$ cat src/rtl/btn_pkg.sv
// Shared types for the push-button event detector: per-channel edge selection
// and the auto-repeat state machine encoding.
package btn_pkg;

    typedef enum logic [1:0] {
        OFF  = 2'b00,
        RISE = 2'b01,
        FALL = 2'b10,
        BOTH = 2'b11
    } edge_mode_t;

    typedef enum logic [1:0] {
        IDLE   = 2'b00,
        HOLD   = 2'b01,
        REPEAT = 2'b10
    } rep_state_t;

    // Auto-repeat only runs for modes that report presses.
    function automatic logic mode_repeats(input edge_mode_t mode);
        return (mode == RISE) || (mode == BOTH);
    endfunction

endpackage

$ cat src/rtl/button_channel.sv
// One button channel: synchroniser, consecutive-sample debounce, edge pulses,
// mode-selected event tick and optional auto-repeat while held.
module button_channel
    import btn_pkg::*;
#(
    parameter int SYNC_STAGES     = 2,
    parameter int DEBOUNCE_CYCLES = 4,
    parameter int REPEAT_DELAY    = 0,
    parameter int REPEAT_PERIOD   = 1
) (
    input  logic       i_clk,
    input  logic       i_rst_n,
    input  logic       i_level,
    input  edge_mode_t i_mode,
    output logic       o_level,
    output logic       o_rise,
    output logic       o_fall,
    output logic       o_tick,
    output rep_state_t o_state
);

    if (SYNC_STAGES < 2) begin : g_bad_sync
        $error("button_channel: SYNC_STAGES must be >= 2");
    end
    if (DEBOUNCE_CYCLES < 1) begin : g_bad_debounce
        $error("button_channel: DEBOUNCE_CYCLES must be >= 1");
    end
    if (REPEAT_DELAY < 0) begin : g_bad_delay
        $error("button_channel: REPEAT_DELAY must be >= 0");
    end
    if (REPEAT_PERIOD < 1) begin : g_bad_period
        $error("button_channel: REPEAT_PERIOD must be >= 1");
    end

    localparam int CNT_W    = $clog2(DEBOUNCE_CYCLES) + 1;
    localparam int HOLD_MAX = (REPEAT_DELAY > REPEAT_PERIOD) ? REPEAT_DELAY : REPEAT_PERIOD;
    localparam int HOLD_W   = $clog2(HOLD_MAX + 1);
    localparam bit REPEAT_EN = (REPEAT_DELAY > 0);

    localparam logic [CNT_W-1:0]  CNT_LAST   = CNT_W'(DEBOUNCE_CYCLES - 1);
    localparam logic [HOLD_W-1:0] DELAY_LAST = HOLD_W'((REPEAT_DELAY > 0) ? REPEAT_DELAY - 1 : 0);
    localparam logic [HOLD_W-1:0] PER_LAST   = HOLD_W'(REPEAT_PERIOD - 1);

    logic [SYNC_STAGES-1:0] sync_q, sync_d;
    logic [CNT_W-1:0]       cnt_q, cnt_d;
    logic [HOLD_W-1:0]      hold_q, hold_d;
    logic                   level_q, level_d;
    logic                   rise_q, rise_d;
    logic                   fall_q, fall_d;
    logic                   tick_q, tick_d;
    rep_state_t             state_q, state_d;

    logic s;
    logic edge_tick;
    logic rep_tick;
    logic rep_ok;

    always_comb begin
        sync_d  = {sync_q[SYNC_STAGES-2:0], i_level};
        s       = sync_q[SYNC_STAGES-1];
        cnt_d   = '0;
        level_d = level_q;
        rise_d  = 1'b0;
        fall_d  = 1'b0;
        // A level change needs DEBOUNCE_CYCLES consecutive differing samples.
        if (s != level_q) begin
            if (cnt_q == CNT_LAST) begin
                level_d = s;
                rise_d  = s;
                fall_d  = ~s;
            end else begin
                cnt_d = cnt_q + CNT_W'(1);
            end
        end
    end

    always_comb begin
        edge_tick = 1'b0;
        case (i_mode)
            RISE:    edge_tick = rise_d;
            FALL:    edge_tick = fall_d;
            BOTH:    edge_tick = rise_d | fall_d;
            default: edge_tick = 1'b0;
        endcase
    end

    always_comb begin
        rep_ok   = REPEAT_EN && mode_repeats(i_mode);
        state_d  = state_q;
        hold_d   = hold_q;
        rep_tick = 1'b0;
        case (state_q)
            IDLE: begin
                if (rise_d && rep_ok) begin
                    state_d = HOLD;
                    hold_d  = '0;
                end
            end
            HOLD: begin
                if (fall_d || !rep_ok) begin
                    state_d = IDLE;
                    hold_d  = '0;
                end else if (hold_q == DELAY_LAST) begin
                    rep_tick = 1'b1;
                    state_d  = REPEAT;
                    hold_d   = '0;
                end else begin
                    hold_d = hold_q + HOLD_W'(1);
                end
            end
            REPEAT: begin
                if (fall_d || !rep_ok) begin
                    state_d = IDLE;
                    hold_d  = '0;
                end else if (hold_q == PER_LAST) begin
                    rep_tick = 1'b1;
                    hold_d   = '0;
                end else begin
                    hold_d = hold_q + HOLD_W'(1);
                end
            end
            default: begin
                state_d = IDLE;
                hold_d  = '0;
            end
        endcase
        tick_d = edge_tick | rep_tick;
    end

    always_ff @(posedge i_clk or negedge i_rst_n) begin
        if (!i_rst_n) begin
            sync_q  <= '0;
            cnt_q   <= '0;
            hold_q  <= '0;
            level_q <= 1'b0;
            rise_q  <= 1'b0;
            fall_q  <= 1'b0;
            tick_q  <= 1'b0;
            state_q <= IDLE;
        end else begin
            sync_q  <= sync_d;
            cnt_q   <= cnt_d;
            hold_q  <= hold_d;
            level_q <= level_d;
            rise_q  <= rise_d;
            fall_q  <= fall_d;
            tick_q  <= tick_d;
            state_q <= state_d;
        end
    end

    assign o_level = level_q;
    assign o_rise  = rise_q;
    assign o_fall  = fall_q;
    assign o_tick  = tick_q;
    assign o_state = state_q;

endmodule

$ cat src/rtl/button_event_detector.sv
// Multi-channel push-button conditioner; each channel is an independent
// button_channel, and o_dbg_state exposes every repeat FSM state.
module button_event_detector
    import btn_pkg::*;
#(
    parameter int N_CH            = 2,
    parameter int SYNC_STAGES     = 2,
    parameter int DEBOUNCE_CYCLES = 4,
    parameter int REPEAT_DELAY    = 0,
    parameter int REPEAT_PERIOD   = 1
) (
    input  logic              i_clk,
    input  logic              i_rst_n,
    input  logic [N_CH-1:0]   i_level,
    input  logic [2*N_CH-1:0] i_mode,
    output logic [N_CH-1:0]   o_level,
    output logic [N_CH-1:0]   o_rise,
    output logic [N_CH-1:0]   o_fall,
    output logic [N_CH-1:0]   o_tick,
    output logic [2*N_CH-1:0] o_dbg_state
);

    if (N_CH < 1) begin : g_bad_nch
        $error("button_event_detector: N_CH must be >= 1");
    end

    for (genvar c = 0; c < N_CH; c++) begin : g_ch
        rep_state_t ch_state;

        button_channel #(
            .SYNC_STAGES    (SYNC_STAGES),
            .DEBOUNCE_CYCLES(DEBOUNCE_CYCLES),
            .REPEAT_DELAY   (REPEAT_DELAY),
            .REPEAT_PERIOD  (REPEAT_PERIOD)
        ) u_ch (
            .i_clk  (i_clk),
            .i_rst_n(i_rst_n),
            .i_level(i_level[c]),
            .i_mode (edge_mode_t'(i_mode[2*c +: 2])),
            .o_level(o_level[c]),
            .o_rise (o_rise[c]),
            .o_fall (o_fall[c]),
            .o_tick (o_tick[c]),
            .o_state(ch_state)
        );

        assign o_dbg_state[2*c +: 2] = ch_state;
    end

endmodule

$ cat config.mk
export PLATFORM = sky130hd
export DESIGN_NAME = button_event_detector
export DESIGN_NICKNAME = d
export VERILOG_FILES = /design/src/rtl/btn_pkg.sv /design/src/rtl/button_channel.sv /design/src/rtl/button_event_detector.sv
export SDC_FILE = /design/constraint.sdc
export NUM_CORES = 1
export LEC_CHECK = 0
export BUFFER_PORTS_ARGS = -buffer_cell sky130_fd_sc_hd__buf_4
export CAP_MARGIN = 20
export CORE_MARGIN = 10
export CORE_UTILIZATION = 49
export CTS_CLUSTER_DIAMETER = 50
export DETAILED_ROUTE_END_ITERATION = 8
export PLACE_DENSITY = 0.79
export SYNTH_ARGS = -nofsm -noshare
export SYNTH_HDL_FRONTEND = slang
export SYNTH_SLANG_ARGS = --single-unit
$ cat constraint.sdc
create_clock -name i_clk -period 1.5 [get_ports i_clk]
set_input_delay 0.15 -clock i_clk [delete_from_list [all_inputs] [get_ports i_clk]]
set_output_delay 0.15 -clock i_clk [all_outputs]
set_load 0.1 [all_outputs]
==> results.json <==
{
  "first_pass_iters": 2,
  "synth_xor_xnor_area_share": 0.0233,
  "place_inst": 79,
  "synth_top_family_by_area": "simple AND/OR/NAND/NOR gates",
  "yosys_warnings": 0,
  "dieHeight_um": 59.1,
  "root_buffer": "clkbuf_4",
  "io_pins": 20,
  "outcome": "complete, no violations",
  "drv_slew": 0,
  "grt_pass1_wl_um": 1930,
  "clk_pin_slew_ps": 90,
  "synthMuxAreaShare": 0.0300,
  "post_cts_resized": 0,
  "endpoint_kind": "output port",
  "period_needed_ps": 1220,
  "initial_core_util": 0.510,
  "wirelength_um": 1030,
  "synth_area_leader_cell": "dfrtp_1",
  "fillers": 135,
  "synthesis.area_um2": 751,
  "die_w_um": 59.1,
  "path_cells": "buf_4",
  "cts_htree_levels": 1,
  "cts_tree": "yes",
  "finalHoldViolCount": 0,
  "synthTopCellsByArea": "dfrtp_1 60%, buf_4 12%, nor3b_1 6.0%, nand3b_1 4.0%, ha_1 3.3%",
  "seq_area_frac_synth": 0.600,
  "antenna_found_initial": 0,
  "clock_sinks": 18,
  "path_buf_inv": 1,
  "tns_ps": 0,
  "vias": 402,
  "placeableCoreArea_um2": 1470,
  "cts_made_buffers": 3,
  "io_buffers": 15,
  "path_max_fanout": 7,
  "post_drt_wl_per_cell_um": 12.0,
  "drc_errors": 0,
  "hold_buffers": 3,
  "gp_congestion": 0.703,
  "post-route-period-util": 0.813,
  "synth_compound_area_frac": 0.0133,
  "crit_family": "flip-flops",
  "cap_violations": 0,
  "crit_path_max_incr_delay_ps": 450,
  "power_density_nw_per_um2": 1750,
  "syn2layout_area_growth_pct": 16.0,
  "grt.total_usage": 0.0727,
  "peakVddDrop_uv": 921,
  "synth_common_cells": "18 x dfrtp_1, 12 x buf_4, 6 x nor3b_1",
  "post_cts_buffers": 0,
  "syn_avg_cell_area_um2": 13.2,
  "leakagePower_uw": 0.000421,
  "setup-violations-final": 0,
  "crit_path_start_kind": "flop",
  "synthFlopType": "dfrtp_1",
  "diodes": 0,
  "synth.distinct_cells": 14,
  "synth_simple_gate_area_share": 0.175,
  "route.antenna.remaining_nets": 0,
  "clk_latency_ps": 280,
  "crit_type": "flop to output port",
  "hp-class": "primary input to flop",
  "layout.nets": 81,
  "clock_path_buffers": 2,
  "drive_above_1_share": 0.300,
  "overflow": 0,
  "crit_arrival_ps": 1070,
  "synthAdderAreaFrac": 0.0333,
  "grt_max_degree": 19,
  "fin_cells": 86,
  "ys_async_sr_fraction": 1.00,
  "crit_slowest_cell": "dfrtp_1",
  "skew_ps": 9.93,
  "crit_required_ps": 1350,
  "grt_pass1_vias": 444,
  "rsz0062_at_grt": "false",
  "yosysMostFrequentCell": "dfrtp_1",
  "netlist_instances": 57,
  "synth-edff-count": 0,
  "yosys.area.top_type_share": 0.600,
  "core.rowCount": 14,
  "fmax_mhz": 820,
  "dieArea_um2": 3500,
  "drt-initial-drc-count": 1,
  "via_per_inst": 4.67,
  "ys_ff_latch": 18
}
power breakdown:
group	internal [uW]	switching [uW]
sequential	570	70.2
clock	148	130
combinational	171	433
total	889	633
worst paths after layout:
check / start / endpoint / slack, ps / cells past startpoint
setup / recovery: g_ch[0].u_ch.o_level$_DFFE_PN0P_ / o_level[0] / 280 / 1
hold / removal: i_mode[3] / g_ch[1].u_ch.o_tick$_DFF_PN0_ / 130 / 3
setup reg to reg: g_ch[1].u_ch.cnt_q[0]$_DFF_PN0_ / g_ch[1].u_ch.o_level$_DFFE_PN0P_ / 290 / 3
hold reg to reg: g_ch[0].u_ch.sync_q[0]$_DFF_PN0_ / g_ch[0].u_ch.sync_q[1]$_DFF_PN0_ / 350 / 0
max in group asynchronous: i_rst_n / g_ch[1].u_ch.sync_q[1]$_DFF_PN0_ / 1050 / 2
min in group asynchronous: i_rst_n / g_ch[1].u_ch.cnt_q[2]$_DFF_PN0_ / 250 / 2
state kept, by name, indices dropped and copies added, names as in the netlist:
name / flops
g_ch.u_ch.o_rise: 2
g_ch.u_ch.cnt_q: 6
g_ch.u_ch.o_tick: 2
g_ch.u_ch.o_level: 2
g_ch.u_ch.sync_q: 4
g_ch.u_ch.o_fall: 2
logic make-up after synthesis:
logic type | count (synthesis)
adder cells (fa/ha/maj) | 2
other | 1
AO/OA/AOI/OAI | 2
AND/OR/NAND/NOR | 18
XOR/XNOR | 2
buffers and inverters | 12
flip-flops | 18
multiplexers | 2
routing by layer:
metal,global-route usage,up-vias,part of all wire
met2,0.111,14,0.48
li1,-,201,-
met3,0.0644,2,0.16
met1,0.0678,185,0.35
met5,0,-,0
met4,0.0295,0,0.0078
metrics by stage:
step / hold WS (ps) / total power, uW / area, um^2 / setup slack, ps / utilization
global route: 124 / 1630 / 871 / 191 / 0.592
floorplan: -146 / 1190 / 762 / 349 / -
detailed placement: 24.7 / 1260 / 805 / 281 / 0.547
CTS: 115 / 1550 / 871 / 268 / 0.592
global placement: 25.0 / 1240 / 805 / 316 / 0.547
finish: 125 / 1520 / 871 / 281 / 0.592
cell type report:
class	count	area, um^2	area share
clock buffer	4	36.3	0.0417
multi-input combinational	30	221	0.254
timing repair buffer	18	143	0.164
sequential	18	450	0.517
tap	16	20.0	0.0230
cell usage in the layout (no fill, tap or decap):
master	netlist	final
nor3_1	2	2
nand2b_1	2	2
ha_1	2	2
mux2_1	2	2
nor3b_2	1	1
clkbuf_8	0	1
a21oi_1	2	2
nor2b_2	1	1
dfrtp_1	18	18
nand3b_1	4	4
dlygate4sd3_1	0	3
xnor2_1	2	2
nor3b_1	6	6
nor2b_1	2	2
buf_4	12	15
clkbuf_4	0	3
conb_1	1	4
(Power assumes the default switching activity.)
